File: src/rtl/sevseg_pkg.sv
// sevseg_pkg: shared constants and types for the multiplexed seven-segment driver.
// Glyphs are listed in segment order a..g with a lit segment as 1; the
// drivers invert them for the common-anode, active-low segment pins.
package sevseg_pkg;

    // All segments dark on an active-low segment bus.
    localparam logic [0:6] SEG_OFF = 7'b1111111;

    // Hex glyphs 0..F, index = nibble value, bit [0] of each entry is segment a.
    localparam logic [0:6] HEX_GLYPH [16] = '{
        7'b1111110,  // 0
        7'b0110000,  // 1
        7'b1101101,  // 2
        7'b1111001,  // 3
        7'b0110011,  // 4
        7'b1011011,  // 5
        7'b1011111,  // 6
        7'b1110000,  // 7
        7'b1111111,  // 8
        7'b1110011,  // 9
        7'b1110111,  // A
        7'b0011111,  // b
        7'b1001110,  // C
        7'b0111101,  // d
        7'b1001111,  // E
        7'b1000111   // F
    };

    // Scan FSM: a digit is lit in SHOW, then one dark GAP cycle follows.
    typedef enum logic {
        SHOW = 1'b0,
        GAP  = 1'b1
    } scan_state_t;

endpackage

File: src/rtl/sevseg_scan_driver_hex7_decode.sv
// hex7_decode: combinational nibble to active-low segment lookup.
module hex7_decode
    import sevseg_pkg::*;
(
    input  logic [3:0] nibble,
    output logic [0:6] seg
);

    assign seg = ~HEX_GLYPH[nibble];

endmodule

File: src/rtl/sevseg_scan_driver.sv
// sevseg_scan_driver: time-multiplexed N-digit hex display driver.
// Latches VALUE/BLANK on LOAD, scans one digit at a time with a one-cycle
// dark gap between digits, and registers the segment and anode outputs.
// Optional build macro: SEVSEG_LZ_SUPPRESS_EN enables leading-zero blanking.
module sevseg_scan_driver
    import sevseg_pkg::*;
#(
    parameter int NUM_DIGITS  = 4,
    parameter int REFRESH_DIV = 50000
) (
    input  logic                    CLK,
    input  logic                    RST,
    input  logic                    LOAD,
    input  logic [4*NUM_DIGITS-1:0] VALUE,
    input  logic [NUM_DIGITS-1:0]   BLANK,
    output logic [0:6]              SEV,
    output logic [NUM_DIGITS-1:0]   AN
);

    localparam int IDX_W = (NUM_DIGITS > 1) ? $clog2(NUM_DIGITS) : 1;
    localparam int PRE_W = (REFRESH_DIV > 1) ? $clog2(REFRESH_DIV) : 1;
    localparam logic [IDX_W-1:0] IDX_LAST = IDX_W'(NUM_DIGITS - 1);
    localparam logic [PRE_W-1:0] PRE_LAST = PRE_W'(REFRESH_DIV - 1);

    logic [4*NUM_DIGITS-1:0] val_q;
    logic [NUM_DIGITS-1:0]   blank_q;
    logic [NUM_DIGITS-1:0]   lz_mask;
    logic [PRE_W-1:0]        presc;
    logic [IDX_W-1:0]        idx;
    scan_state_t             state;

    logic [3:0]              cur_nibble;
    logic [0:6]              cur_seg;
    logic                    digit_dark;
    logic [NUM_DIGITS-1:0]   an_sel;

    // Shadow registers: the display only ever reads these, never VALUE directly.
    // NOTE: sequential state uses non-blocking assignments so every register
    // samples pre-edge values regardless of block ordering.
    always_ff @(posedge CLK or posedge RST) begin
        if (RST) begin
            val_q   <= '0;
            blank_q <= '0;
        end else if (LOAD) begin
            val_q   <= VALUE;
            blank_q <= BLANK;
        end
    end

`ifdef SEVSEG_LZ_SUPPRESS_EN
    logic seen_nonzero;

    // Flag every digit above the most significant nonzero nibble; digit 0 is never flagged.
    // NOTE: every variable gets a default at the top of always_comb so no
    // path leaves it unassigned and no latch is inferred.
    always_comb begin
        seen_nonzero = 1'b0;
        lz_mask      = '0;
        for (int k = NUM_DIGITS - 1; k >= 1; k--) begin
            if (val_q[4*k +: 4] != 4'h0) begin
                seen_nonzero = 1'b1;
            end
            lz_mask[k] = ~seen_nonzero;
        end
    end
`else
    assign lz_mask = '0;
`endif

    assign cur_nibble = val_q[4*int'(idx) +: 4];
    assign digit_dark = blank_q[idx] | lz_mask[idx];
    assign an_sel     = ~(NUM_DIGITS'(1) << idx);

    hex7_decode u_hex7_decode (
        .nibble (cur_nibble),
        .seg    (cur_seg)
    );

    // Scan FSM with prescaler, digit index and registered SEV/AN outputs.
    always_ff @(posedge CLK or posedge RST) begin
        if (RST) begin
            state <= SHOW;
            presc <= '0;
            idx   <= '0;
            SEV   <= SEG_OFF;
            AN    <= '1;
        end else begin
            case (state)
                SHOW: begin
                    AN  <= an_sel;
                    SEV <= digit_dark ? SEG_OFF : cur_seg;
                    if (presc == PRE_LAST) begin
                        state <= GAP;
                        presc <= '0;
                    end else begin
                        presc <= presc + PRE_W'(1);
                    end
                end
                GAP: begin
                    AN    <= '1;
                    SEV   <= SEG_OFF;
                    state <= SHOW;
                    idx   <= (idx == IDX_LAST) ? '0 : idx + IDX_W'(1);
                end
                default: begin
                    state <= SHOW;
                    AN    <= '1;
                    SEV   <= SEG_OFF;
                end
            endcase
        end
    end

endmodule

File: config.mk
export PLATFORM = sky130hd
export DESIGN_NAME = sevseg_scan_driver
export DESIGN_NICKNAME = d
export VERILOG_FILES = /design/src/rtl/sevseg_pkg.sv /design/src/rtl/sevseg_scan_driver_hex7_decode.sv /design/src/rtl/sevseg_scan_driver.sv
export SDC_FILE = /design/constraint.sdc
export NUM_CORES = 1
export LEC_CHECK = 0
export ABC_AREA = 1
export ABC_CLOCK_PERIOD_IN_PS = 3370
export CORE_UTILIZATION = 50
export CTS_CLUSTER_DIAMETER = 120
export DETAILED_ROUTE_END_ITERATION = 10
export DONT_BUFFER_PORTS = 1
export HOLD_SLACK_MARGIN = 0.1
export PLACE_DENSITY = 0.75
export SYNTH_ARGS = -nofsm -noshare
export SYNTH_HDL_FRONTEND = slang
export SYNTH_SLANG_ARGS = --single-unit
File: constraint.sdc
create_clock -name CLK -period 3.37 [get_ports CLK]
set_clock_uncertainty 0.15 [all_clocks]
set_input_delay 1.011 -clock CLK [delete_from_list [all_inputs] [get_ports CLK]]
set_output_delay 1.011 -clock CLK [all_outputs]
set_load 0.01 [all_outputs]
# Word-level counts from Yosys, hierarchy flattened

Memories as Yosys holds them, arrays and structs flattened.
Index checks and enable logic that the tools add are counted.

Add/sub/neg operators: 2
Multiply operators: 0
Div/mod/pow operators: 0
$lt $le $gt $ge: 2
Equal/unequal tests: 2
Shift operators: 2
Multiplexer cells: 13
Bitwise logic cells: 5
Reduce and logical (&&, ||, !) cells: 0

Operators with widths:

| cell                                               | number |
|---|---|
| two-way mux 7 bit                                  | 3 |
| adder 16 x 1 -> 16 bit, second input constant      | 1 |
| equality test 16 bit, second input constant        | 1 |
| two-way mux 16 bit                                 | 1 |
| variable part select 16 x 5 -> 4 bit               | 1 |
| case mux 7 bit (2 select lines)                    | 1 |
| case mux 4 bit (2 select lines)                    | 1 |
| inverter 7 bit                                     | 1 |
| >= comparator 5 bit, second input constant         | 1 |
| inverter 4 -> 5 bit                                | 1 |
| binary-select mux 1 bit (select 2 bit)             | 2 |
| inverter 4 bit                                     | 1 |
| << shifter 1 x 2 -> 4 bit, first input constant    | 1 |
| < comparator 2 x 3 -> 1 bit, second input constant | 1 |
| two-way mux 1 bit                                  | 3 |
| adder 2 x 1 -> 2 bit, second input constant        | 1 |
| equality test 2 bit, second input constant         | 1 |
| two-way mux 2 bit                                  | 1 |
| case mux 1 bit (2 select lines)                    | 1 |
| inverter 1 bit                                     | 1 |
| OR 1 bit                                           | 1 |

Bits in registers: 50
Bits in latches: 0
Bits in writable memories: 0
Bits in read-only memories: 112
Input port bits: 23
Output and inout bits: 11
Logic and storage cells: 34
Memories kept: 1

Memory list:

| memory           | words | bits a word | rd ports | clocked after memory_dff | write ports | RTL line                            | source |
|---|---|---|---|---|---|---|---|
| (name not given) | 16    | 7           | 1        | 0                        | 0           | sevseg_scan_driver_hex7_decode.sv:9 | `assign seg = ~HEX_GLYPH[nibble];` |

# Longest topological paths before layout

Gate-level depths: netlist of the first run.

Depth after elaboration: 8
Mapped depth: 12

# By module

A second synthesis of the first run with hierarchy kept.

Cell total of the unflattened synthesis: 308
Area, all modules: 2680.1 um^2

Modules (own cells, without submodules):

| module             | times used | cells an instance | area an instance (um^2) | seq. area each (um^2) |
|---|---|---|---|---|
| sevseg_scan_driver | 1          | 262               | 2424.8                  | 1265.0 |
| hex7_decode        | 1          | 46                | 255.2                   | 0.0 |

# Worst setup path after synthesis of the first run

OpenSTA, ideal clock, no wires.

Kind: in2reg
Start point: in LOAD
End point: reg blank_q[0]
Data arrival time: 1535 ps
Required time: 3095 ps
Slack: 1560 ps
Cell stages on the path: 2
Buffers on the path: 1
Path through: buf_2 mux2_2

RTL lines:

| what                   | RTL line                 | source |
|---|---|---|
| start: declaration     | sevseg_scan_driver.sv:13 | `input logic LOAD,` |
| end signal: assignment | sevseg_scan_driver.sv:43 | `blank_q <= '0;` |
| end signal: assignment | sevseg_scan_driver.sv:46 | `blank_q <= BLANK;` |
| end: declaration       | sevseg_scan_driver.sv:26 | `logic [NUM_DIGITS-1:0] blank_q;` |

No word-level cell between the ends.

# Worst setup path after layout of the first run

Start point: reg idx[0]
End point: reg SEV[5] (netlist bit)

Longest elaborated chain between the ends: 8

Ends and longest elaborated chain:

| what                                                 | RTL line                            | source |
|---|---|---|
| start: declaration                                   | sevseg_scan_driver.sv:29            | `logic [IDX_W-1:0] idx;` |
| start signal: assignment                             | sevseg_scan_driver.sv:103           | `idx <= (idx == IDX_LAST) ? '0 : idx + IDX_W'(1);` |
| variable part select 16 x 5 -> 4 bit                 | sevseg_scan_driver.sv:70            | `assign cur_nibble = val_q[4*int'(idx) +: 4];` |
| inverter 4 -> 5 bit (implied by the code)            | sevseg_scan_driver_hex7_decode.sv:9 |  |
| memory (16 x 7 bit)                                  | --                                  |  |
| two-way mux 7 bit (implied by the code) (2 in a row) | sevseg_scan_driver_hex7_decode.sv:9 |  |
| inverter 7 bit                                       | sevseg_scan_driver_hex7_decode.sv:9 |  |
| two-way mux 7 bit (*)                                | sevseg_scan_driver.sv:91            | `SEV <= digit_dark ? SEG_OFF : cur_seg;` |
| case mux 7 bit (2 select lines) (*)                  | sevseg_scan_driver.sv:88            | `case (state)` |
| end signal: assignment                               | sevseg_scan_driver.sv:91            |  |
| end: declaration                                     | sevseg_scan_driver.sv:16            | `output logic [0:6] SEV,` |

Every way passes the cells marked *; elsewhere a longest branch is shown, timed or not. The select of a mux whose other input is x is not followed.
A chain may end at the register's enable or synchronous reset.

==> impl_metrics.env, run 1 <==
export IMPL_die_w_um=75.67
export IMPL_timing_fmax_ghz=0.4572
export IMPL_fin_crit_sh=0.6491
export IMPL_placed_area_um2=2745
export IMPL_seqPwrFrac=0.551
export IMPL_drv_cap=0
export IMPL_hold_viol=0
export IMPL_worstMarginPinSlew_ns=0.9879
export IMPL_dp_cells=378
export IMPL_clkLatencyLatePin_ns=0.31
export IMPL_gp_congestion=0.8781
export IMPL_core_area_um2=5172
export IMPL_cp_start_kind="flip-flop"
export IMPL_overflow=0
export IMPL_max_slew_margin=0.3404
export IMPL_swShare=0.2458
export IMPL_ant_nets=0
export IMPL_first_iter_violations=75
export IMPL_vias_per_cell=5.150
export IMPL_via_count=1988
export IMPL_hold_ws_ns=0.3652
export IMPL_syn_inst=315
export IMPL_grt_pass1_vias=1772
export IMPL_crit_chain="inv_2, nand2_1, nand2_1, nand2_1, and2_1, inv_1, ha_1, nand3_1, inv_1, o21ai_1, nand2_1"
export IMPL_drive_gt1_frac=0.1962
export IMPL_place_ws_ns=1.235
export IMPL_p_int_uw=920.0
export IMPL_syn_avg_cell_area_um2=8.615
export IMPL_grt_max_degree=51
export IMPL_cts_setup_buffers=0
export IMPL_cts_resized=0
export IMPL_synthToLayoutAreaGrowth_pct=5.440
export IMPL_initial_core_util=0.5247
export IMPL_yosysTopAreaCell="dfrtp_1"
export IMPL_cts_root_buf="clkbuf_8"
export IMPL_synth_area_leaders="dfrtp_1 (36%), nand2_1 (12%), dfstp_2 (11%)"
export IMPL_numCtsBuffers=5
export IMPL_finalPower_mw=1.220
export IMPL_cp_slowest_stage_delay_ns=0.63
export IMPL_yosys_warnings=0
export IMPL_tns_ns=0
export IMPL_clkSinkCount=50
export IMPL_wl_per_cell_um=12.67
export IMPL_syn_area_um2=2714
export IMPL_antenna_found_initial=0
export IMPL_rsz0062_at_grt="no"
export IMPL_p_switching_uw=299.8
export IMPL_final_cells=386
export IMPL_synth_top_cell_area_share=0.3596
export IMPL_crit_path_end_kind="flip-flop"
export IMPL_rows=26
export IMPL_drtPass1Iterations=4
export IMPL_final_common_cell="nand2_1"
export IMPL_required_ns=3.46
export IMPL_synth_seq_cells=50
export IMPL_cp_slowest_cell="dfrtp_1"
export IMPL_dieArea_um2=5726
export IMPL_critPathArrivalTime_ns=2.28
export IMPL_power_density_nw_per_um2=426.3
export IMPL_synth_fp_nets=348
export IMPL_report_final_slew_viol_count=0
export IMPL_io_buffers=0
export IMPL_final_area_um2=2861
export IMPL_grt_pass1_wl_mm=8.231
export IMPL_ir_drop_mv=0.3333
export IMPL_final_cell_mix="nand2_1 (84), dfrtp_1 (39), nand3_1 (32), nor2_1 (31), inv_1 (27)"
export IMPL_chipHeight_um=75.67
export IMPL_hold_class="reg2reg"
export IMPL_p_comb_frac=0.093
export IMPL_drc_errors=0
export IMPL_yosysSeqAreaShare=0.4661
export IMPL_fin_crit_ns=2.187
export IMPL_clk_pin_slew_ns=0.10
export IMPL_cts_buffer_depth=2
export IMPL_finalWirelength_mm=4.892
export IMPL_cts_tree="done"
export IMPL_p_clk_frac=0.356
export IMPL_critPathMostFrequentCell="nand2_1"
export IMPL_crit_fanout=15
export IMPL_fin_util=0.5532
export IMPL_gr_usage_all_layers=0.1884
export IMPL_p_leak_nw=1.348
export IMPL_ios=34
export IMPL_hpwl_mm=3.596
export IMPL_postCtsHoldBufs=0
export IMPL_nets=348
export IMPL_htreeDepth=2
export IMPL_diodes=0
export IMPL_status="finished clean"
export IMPL_setup_violations=0
export IMPL_critPathKind="reg2reg"
export IMPL_setup_ws_ns=1.183
export IMPL_netlist_cell_type_count=28
-- final cells by class --
class                   count  area [um^2]
well taps                  70        87.58
inverters                  35        132.6
clock inverters             3        47.55
flip-flops and latches     50         1265
fillers                   451         2311
clock buffers               5        68.82
multi-input cells         223         1260
-- power groups by stage --
| stage | logic (mW) | clock network (mW) | registers (mW) |
|---|---|---|---|
| 3_5_place_dp | 0.115 | 0 | 0.684 |
| 3_3_place_gp | 0.111 | 0 | 0.683 |
| 6_report | 0.113 | 0.434 | 0.672 |
| 5_1_grt | 0.131 | 0.464 | 0.679 |
| 2_1_floorplan | 0.100 | 0 | 0.676 |
| 4_1_cts | 0.115 | 0.443 | 0.672 |
-- per-layer routing --
metal  global-route usage  routed length [um]
met1               0.2857                2439
met2               0.2659                2168
met3              0.04762                 245
met4              0.05144                  38
met5                    0                   0
-- worst max-delay path: cells and delay by family, from the launching register on --
family	cells	cell delay, ns
AND/OR/NAND/NOR	6	0.63
flip-flops	1	0.63
buffers and inverters	3	0.38
adder cells (fa/ha/maj)	1	0.20
AO/OA/AOI/OAI	1	0.14
-- flip-flops by register name, summed over array words and instances, names as in the netlist --
register / cells
AN: 4
SEV: 7
blank_q: 4
idx: 2
presc: 16
state: 1
val_q: 16
-- cell usage after synthesis --
master	instances
nand2_4	3
buf_2	3
xor2_1	2
nor2_1	31
nand2b_1	1
nand3_4	2
clkinv_1	1
nor3_1	2
nand4_1	9
a21oi_1	4
mux2_2	19
o21ai_1	1
buf_6	3
nor2_2	5
buf_4	1
nand2_2	3
dfstp_2	11
and2_1	1
clkinv_2	1
ha_1	10
o21ai_0	10
dfrtp_1	39
inv_1	28
inv_2	5
a21oi_2	1
nand3_2	3
nand2_1	84
nand3_1	32
-- kinds of logic after synthesis --
| kind of cell | synth area share |
|---|---|
| AOI/OAI and AO/OA | 0.03089 |
| xor gates and xnor gates | 0.006456 |
| adders and majority gates | 0.04610 |
| buffers and inverters | 0.06961 |
| DFF | 0.4661 |
| muxes | 0.07884 |
| and+or+nand+nor | 0.3020 |
-- path summary, 6_finish.rpt --
path	startpoint	cells past startpoint	end	slack (ns)
max in group asynchronous	RST	1	presc[13]	1.80
worst max-delay path	idx[0]	11	SEV[5]	1.18
worst min-delay path	val_q[15]	1	val_q[15]	0.37
worst max register to register	idx[0]	11	SEV[5]	1.18
worst min register to register	val_q[15]	1	val_q[15]	0.37
min in group asynchronous	RST	1	blank_q[2]	0.66
No activity file was read; power rests on OpenSTA's default activity.
==> inputs of run 2 (changes only) <==
--- a/config.mk
+++ b/config.mk
@@ -6,7 +6,7 @@
 export NUM_CORES = 1
 export LEC_CHECK = 0
 export ABC_AREA = 1
-export ABC_CLOCK_PERIOD_IN_PS = 3370
+export ABC_CLOCK_PERIOD_IN_PS = 2100
 export CORE_UTILIZATION = 50
 export CTS_CLUSTER_DIAMETER = 120
 export DETAILED_ROUTE_END_ITERATION = 10
==> constraint.sdc (replaced) <==
create_clock -name CLK -period 2.1 [get_ports CLK]
set_clock_uncertainty 0.15 [all_clocks]
set_input_delay 0.63 -clock CLK [delete_from_list [all_inputs] [get_ports CLK]]
set_output_delay 0.63 -clock CLK [all_outputs]
set_load 0.01 [all_outputs]
==> run 2 against run 1 <==
Clock power rose by 85%. Maximum frequency up 13%. First-iteration DRC count grew 55%.
==> impl_metrics.env, run 2 (synthesis results as in run 1) <==
export IMPL_critPathKind="reg2reg"
export IMPL_drtPass1Iterations=5
export IMPL_critical_path_top_delay_family="simple AND/OR/NAND/NOR gates"
export IMPL_final_common_cell="nand2_1"
export IMPL_fin_crit_ns=1.937
export IMPL_p_leak_nw=1.381
export IMPL_clkSinkCount=50
export IMPL_place_ws_ns=0.08520
export IMPL_critPathArrivalTime_ns=2.05
export IMPL_grt_pass1_vias=1842
export IMPL_rows=26
export IMPL_fin_crit_sh=0.9223
export IMPL_grt_max_degree=31
export IMPL_diodes=0
export IMPL_antenna_found_initial=0
export IMPL_grt_pass1_wl_mm=8.590
export IMPL_power_density_nw_per_um2=708.7
export IMPL_gr_usage_all_layers=0.2003
export IMPL_hold_viol=0
export IMPL_timing_fmax_ghz=0.5163
export IMPL_max_slew_margin=0.6851
export IMPL_final_cell_mix="nand2_1 (84), dfrtp_1 (38), nand3_1 (32), nor2_1 (31), inv_1 (27)"
export IMPL_htreeDepth=2
export IMPL_drive_gt1_frac=0.2094
export IMPL_cts_setup_buffers=0
export IMPL_crit_chain="inv_2, nand2_1, nand2_1, nand2_1, and2_2, inv_1, ha_1, nand3_1, inv_1, o21ai_1, nand2_1"
export IMPL_die_w_um=75.67
export IMPL_report_final_slew_viol_count=0
export IMPL_io_buffers=0
export IMPL_vias_per_cell=5.226
export IMPL_status="finished clean"
export IMPL_setup_ws_ns=0.1632
export IMPL_overflow=0
export IMPL_hpwl_mm=3.878
export IMPL_tns_ns=0
export IMPL_cts_buffer_depth=2
export IMPL_crit_fanout=12
export IMPL_cp_start_kind="flip-flop"
export IMPL_gp_congestion=0.8680
export IMPL_clk_pin_slew_ns=0.10
export IMPL_drv_cap=0
export IMPL_hold_class="in2reg"
export IMPL_hold_ws_ns=0.2838
export IMPL_drc_errors=0
export IMPL_dieArea_um2=5726
export IMPL_cts_tree="done"
export IMPL_setup_violations=0
export IMPL_nets=352
export IMPL_ant_nets=0
export IMPL_rsz0062_at_grt="no"
export IMPL_largestRegisters="presc (16), val_q (16), SEV (7)"
export IMPL_fin_util=0.5665
export IMPL_core_area_um2=5172
export IMPL_numCtsBuffers=5
export IMPL_critPathMostFrequentCell="nand2_1"
export IMPL_via_count=2038
export IMPL_synthToLayoutAreaGrowth_pct=7.976
export IMPL_finalWirelength_mm=5.267
export IMPL_required_ns=2.21
export IMPL_fillers=447
export IMPL_final_cells=390
export IMPL_cts_root_buf="clkbuf_8"
export IMPL_ir_drop_mv=0.5632
export IMPL_cp_slowest_cell="dfrtp_2"
export IMPL_critical_path_buf_inv_count=3
export IMPL_initial_core_util=0.5247
export IMPL_first_iter_violations=116
export IMPL_worstMarginPinSlew_ns=0.4717
export IMPL_ios=34
export IMPL_cp_slowest_stage_delay_ns=0.48
export IMPL_clkLatencyLatePin_ns=0.31
export IMPL_crit_path_end_kind="flip-flop"
export IMPL_wl_per_cell_um=13.51
export IMPL_dp_cells=381
export IMPL_chipHeight_um=75.67
==> run 2: worst register-to-register path, delay by kind of cell, from the launching register on <==
kind	cells	cell delay, ns
flip-flops	1	0.48
AND/OR/NAND/NOR	6	0.61
buffers and inverters	3	0.38
AO/OA/AOI/OAI	1	0.07
adder cells (fa/ha/maj)	1	0.20
==> run 2: final timing paths <==
path / slack, ns / start / end / depth (start not counted)
max in group asynchronous: 0.57 / RST / AN[3] / 3
worst min register to register: 0.37 / val_q[7] / val_q[7] / 1
worst min-delay path: 0.28 / LOAD / val_q[1] / 1
worst max register to register: 0.16 / idx[0] / SEV[5] / 11
worst max-delay path: 0.16 / idx[0] / SEV[5] / 11
min in group asynchronous: 0.63 / RST / val_q[14] / 2
==> run 2: repair_timing <==
item,4_1_cts,5_1_grt
hold endpoints to repair,19,0
setup endpoints to repair,0,4
hold buffers,1,0
gates resized for setup,0,2
==> run 2: report_power, final <==
part           switching, mW  total (mW)  internal, mW
Combinational          0.109       0.192        0.0829
Clock                  0.327       0.805         0.477
Sequential            0.0428        1.08          1.04
==> run 2: routing by layer <==
layer  track usage  wire [um]
met2        0.3046       2426
met4       0.05761         53
met5             0          0
met1        0.2875       2566
met3       0.04497        221
==> run 2: area by class of cell <==
| type | count | area (um^2) | area share |
|---|---|---|---|
| tap | 70 | 87.58 | 0.02989 |
| multi-input combinational | 223 | 1261 | 0.4304 |
| inverter | 35 | 132.6 | 0.04526 |
| timing repair buffer | 4 | 45.04 | 0.01537 |
| clock inverter | 3 | 68.82 | 0.02348 |
| clock buffer | 5 | 68.82 | 0.02348 |
| sequential | 50 | 1266 | 0.4321 |
==> run 2: metrics by stage <==
| step | area, um^2 | power [mW] |
|---|---|---|
| after CTS | 2928 | 2.090 |
| after global placement | 2780 | 1.281 |
| after detailed placement | 2780 | 1.288 |
| after global routing | 2930 | 2.159 |
| after floorplan | 2714 | 1.246 |
| final | 2930 | 2.077 |
==> inputs of run 3 (changes only) <==
--- a/config.mk
+++ b/config.mk
@@ -7,6 +7,7 @@
 export LEC_CHECK = 0
 export ABC_AREA = 1
 export ABC_CLOCK_PERIOD_IN_PS = 2100
+export CORE_MARGIN = 2
 export CORE_UTILIZATION = 50
 export CTS_CLUSTER_DIAMETER = 120
 export DETAILED_ROUTE_END_ITERATION = 10
==> run 3 against run 2 <==
Flip-flop and latch count unchanged. Final cell count increased by 0.51%. Sequential share of layout area rose by 0.43 points. Global-route usage decreased by 2.0 points. Non-clock buffer count grew 2. Sequential power about the same. Critical path depth unchanged. Clock-buffer cell count did not move. Largest power group unchanged.
==> impl_metrics.env, run 3 (synthesis results as in run 1) <==
export IMPL_tns_ns=0
export IMPL_core_area_um2=5172
export IMPL_crit_chain="inv_2, nand2_1, nand2_1, nand2_1, and2_1, inv_1, ha_1, nand3_1, inv_1, a21oi_1, nand2_1"
export IMPL_cts_root_buf="clkbuf_8"
export IMPL_finalWirelength_mm=5.098
export IMPL_max_slew_margin=0.7134
export IMPL_drive_gt1_frac=0.2112
export IMPL_timing_fmax_ghz=0.5402
export IMPL_cts_buffer_depth=2
export IMPL_crit_path_end_kind="flip-flop"
export IMPL_clkLatencyLatePin_ns=0.31
export IMPL_overflow=0
export IMPL_wl_per_cell_um=13.01
export IMPL_grt_most_used_layer="met1"
export IMPL_power_density_nw_per_um2=646.1
export IMPL_r2r_cells=11
export IMPL_gr_usage_met3=0.03953
export IMPL_grt_max_degree=32
export IMPL_chipHeight_um=77.67
export IMPL_vias_per_cell=5.171
export IMPL_report_final_slew_viol_count=0
export IMPL_gr_usage_all_layers=0.1804
export IMPL_ios=34
export IMPL_die_w_um=77.67
export IMPL_fin_crit_sh=0.8814
export IMPL_cts_tree="done"
export IMPL_cp_slowest_cell="dfrtp_2"
export IMPL_clk_pin_slew_ns=0.11
export IMPL_dieArea_um2=6033
export IMPL_hold_class="in2reg"
export IMPL_drtPass1Iterations=4
export IMPL_gp_congestion=0.8677
export IMPL_r2r_end="SEV[6]"
export IMPL_nets=354
export IMPL_diodes=0
export IMPL_critPathLaunch="idx[0]"
export IMPL_drv_cap=0
export IMPL_io_buffers=0
export IMPL_rsz0062_at_grt="no"
export IMPL_via_count=2027
export IMPL_status="finished clean"
export IMPL_htreeDepth=2
export IMPL_largestRegisters="presc (16), val_q (16), SEV (7)"
export IMPL_setup_violations=0
export IMPL_critPathArrivalTime_ns=1.96
export IMPL_cp_slowest_stage_delay_ns=0.44
export IMPL_cp_endpoint="SEV[6]"
export IMPL_ir_drop_mv=0.3892
export IMPL_hpwl_mm=3.798
export IMPL_clkSinkCount=50
export IMPL_synthToLayoutAreaGrowth_pct=6.916
export IMPL_p_leak_nw=1.372
export IMPL_required_ns=2.20
export IMPL_first_iter_violations=170
export IMPL_ant_nets=0
export IMPL_use_met1=0.2691
export IMPL_hold_ws_ns=0.2804
export IMPL_ff2ff_setup_slack_ns=0.25
export IMPL_numCtsBuffers=5
export IMPL_grt_util_met2=0.2655
export IMPL_final_cell_mix="nand2_1 (84), dfrtp_1 (38), nand3_1 (32), nor2_1 (31), inv_1 (27)"
export IMPL_crit_fanout=10
export IMPL_initial_core_util=0.5247
export IMPL_r2r_start="idx[0]"
export IMPL_grt_pass1_vias=1867
export IMPL_hold_viol=0
export IMPL_drc_errors=0
export IMPL_rows=26
export IMPL_grt_pass1_wl_mm=8.700
export IMPL_antenna_found_initial=0
export IMPL_fin_crit_ns=1.851
export IMPL_critPathKind="reg2reg"
export IMPL_final_common_cell="nand2_1"
export IMPL_worstMarginPinSlew_ns=0.4292
export IMPL_critPathMostFrequentCell="nand2_1"
export IMPL_cp_start_kind="flip-flop"
## run 3: power breakdown
part / internal [mW] / switching, mW / leakage (nW)
sequential: 1.04 / 0.0404 / 0.599
combinational: 0.0825 / 0.108 / 0.722
clock: 0.250 / 0.357 / 0.0506
total: 1.37 / 0.505 / 1.37
## run 3: cell type report
cell class,count,area [um^2]
fill,461,2271
sequential,50,1266
multi-input combinational,223,1260
inverter,35,132.6
tap,70,87.58
clock buffer,5,68.82
timing repair buffer,6,57.56
clock inverter,3,28.78
## run 3: through the flow
stage / total power, mW / instance area, um^2 / util / setup WS, ns / std cells
finish: 1.875 / 2902 / 0.5610 / 0.2490 / 392
global route: 1.965 / 2902 / 0.5610 / 0.05648 / 392
CTS: 1.889 / 2895 / 0.5597 / 0.1021 / 391
detailed placement: 1.286 / 2788 / 0.5389 / 0.1144 / 382
global placement: 1.278 / 2788 / 0.5389 / 0.2483 / 382
floorplan: 1.246 / 2714 / - / 0.1370 / 315
## run 3: worst min path at each step
stage / from / slack, ns / cells after the start / end
floorplan: presc[1] / 0.32 / 2 / presc[1]
global placement: val_q[3] / 0.34 / 1 / val_q[3]
detailed placement: val_q[15] / 0.35 / 1 / val_q[15]
CTS: LOAD / 0.28 / 1 / val_q[1]
global route: LOAD / 0.27 / 1 / val_q[1]
finish: LOAD / 0.28 / 1 / val_q[1]
## run 3: routing by layer
metal,up-vias,share of wire
met4,0,0.0090
met5,-,0
met2,38,0.45
met1,959,0.50
li1,1025,-
met3,5,0.036
## run 3: worst max-delay path: cells and delay by family, from the launching register on
kind	cells	cell delay, ns
AO/OA/AOI/OAI	1	0.12
flip-flops	1	0.44
AND/OR/NAND/NOR	6	0.60
adder cells (fa/ha/maj)	1	0.21
buffers and inverters	3	0.27
## run 3: what timing repair did
action	CTS	global route
endpoints found under the setup margin	0	6
setup buffers	0	1
endpoints found under the hold margin	19	0
hold buffers	1	0
resized for setup	0	1
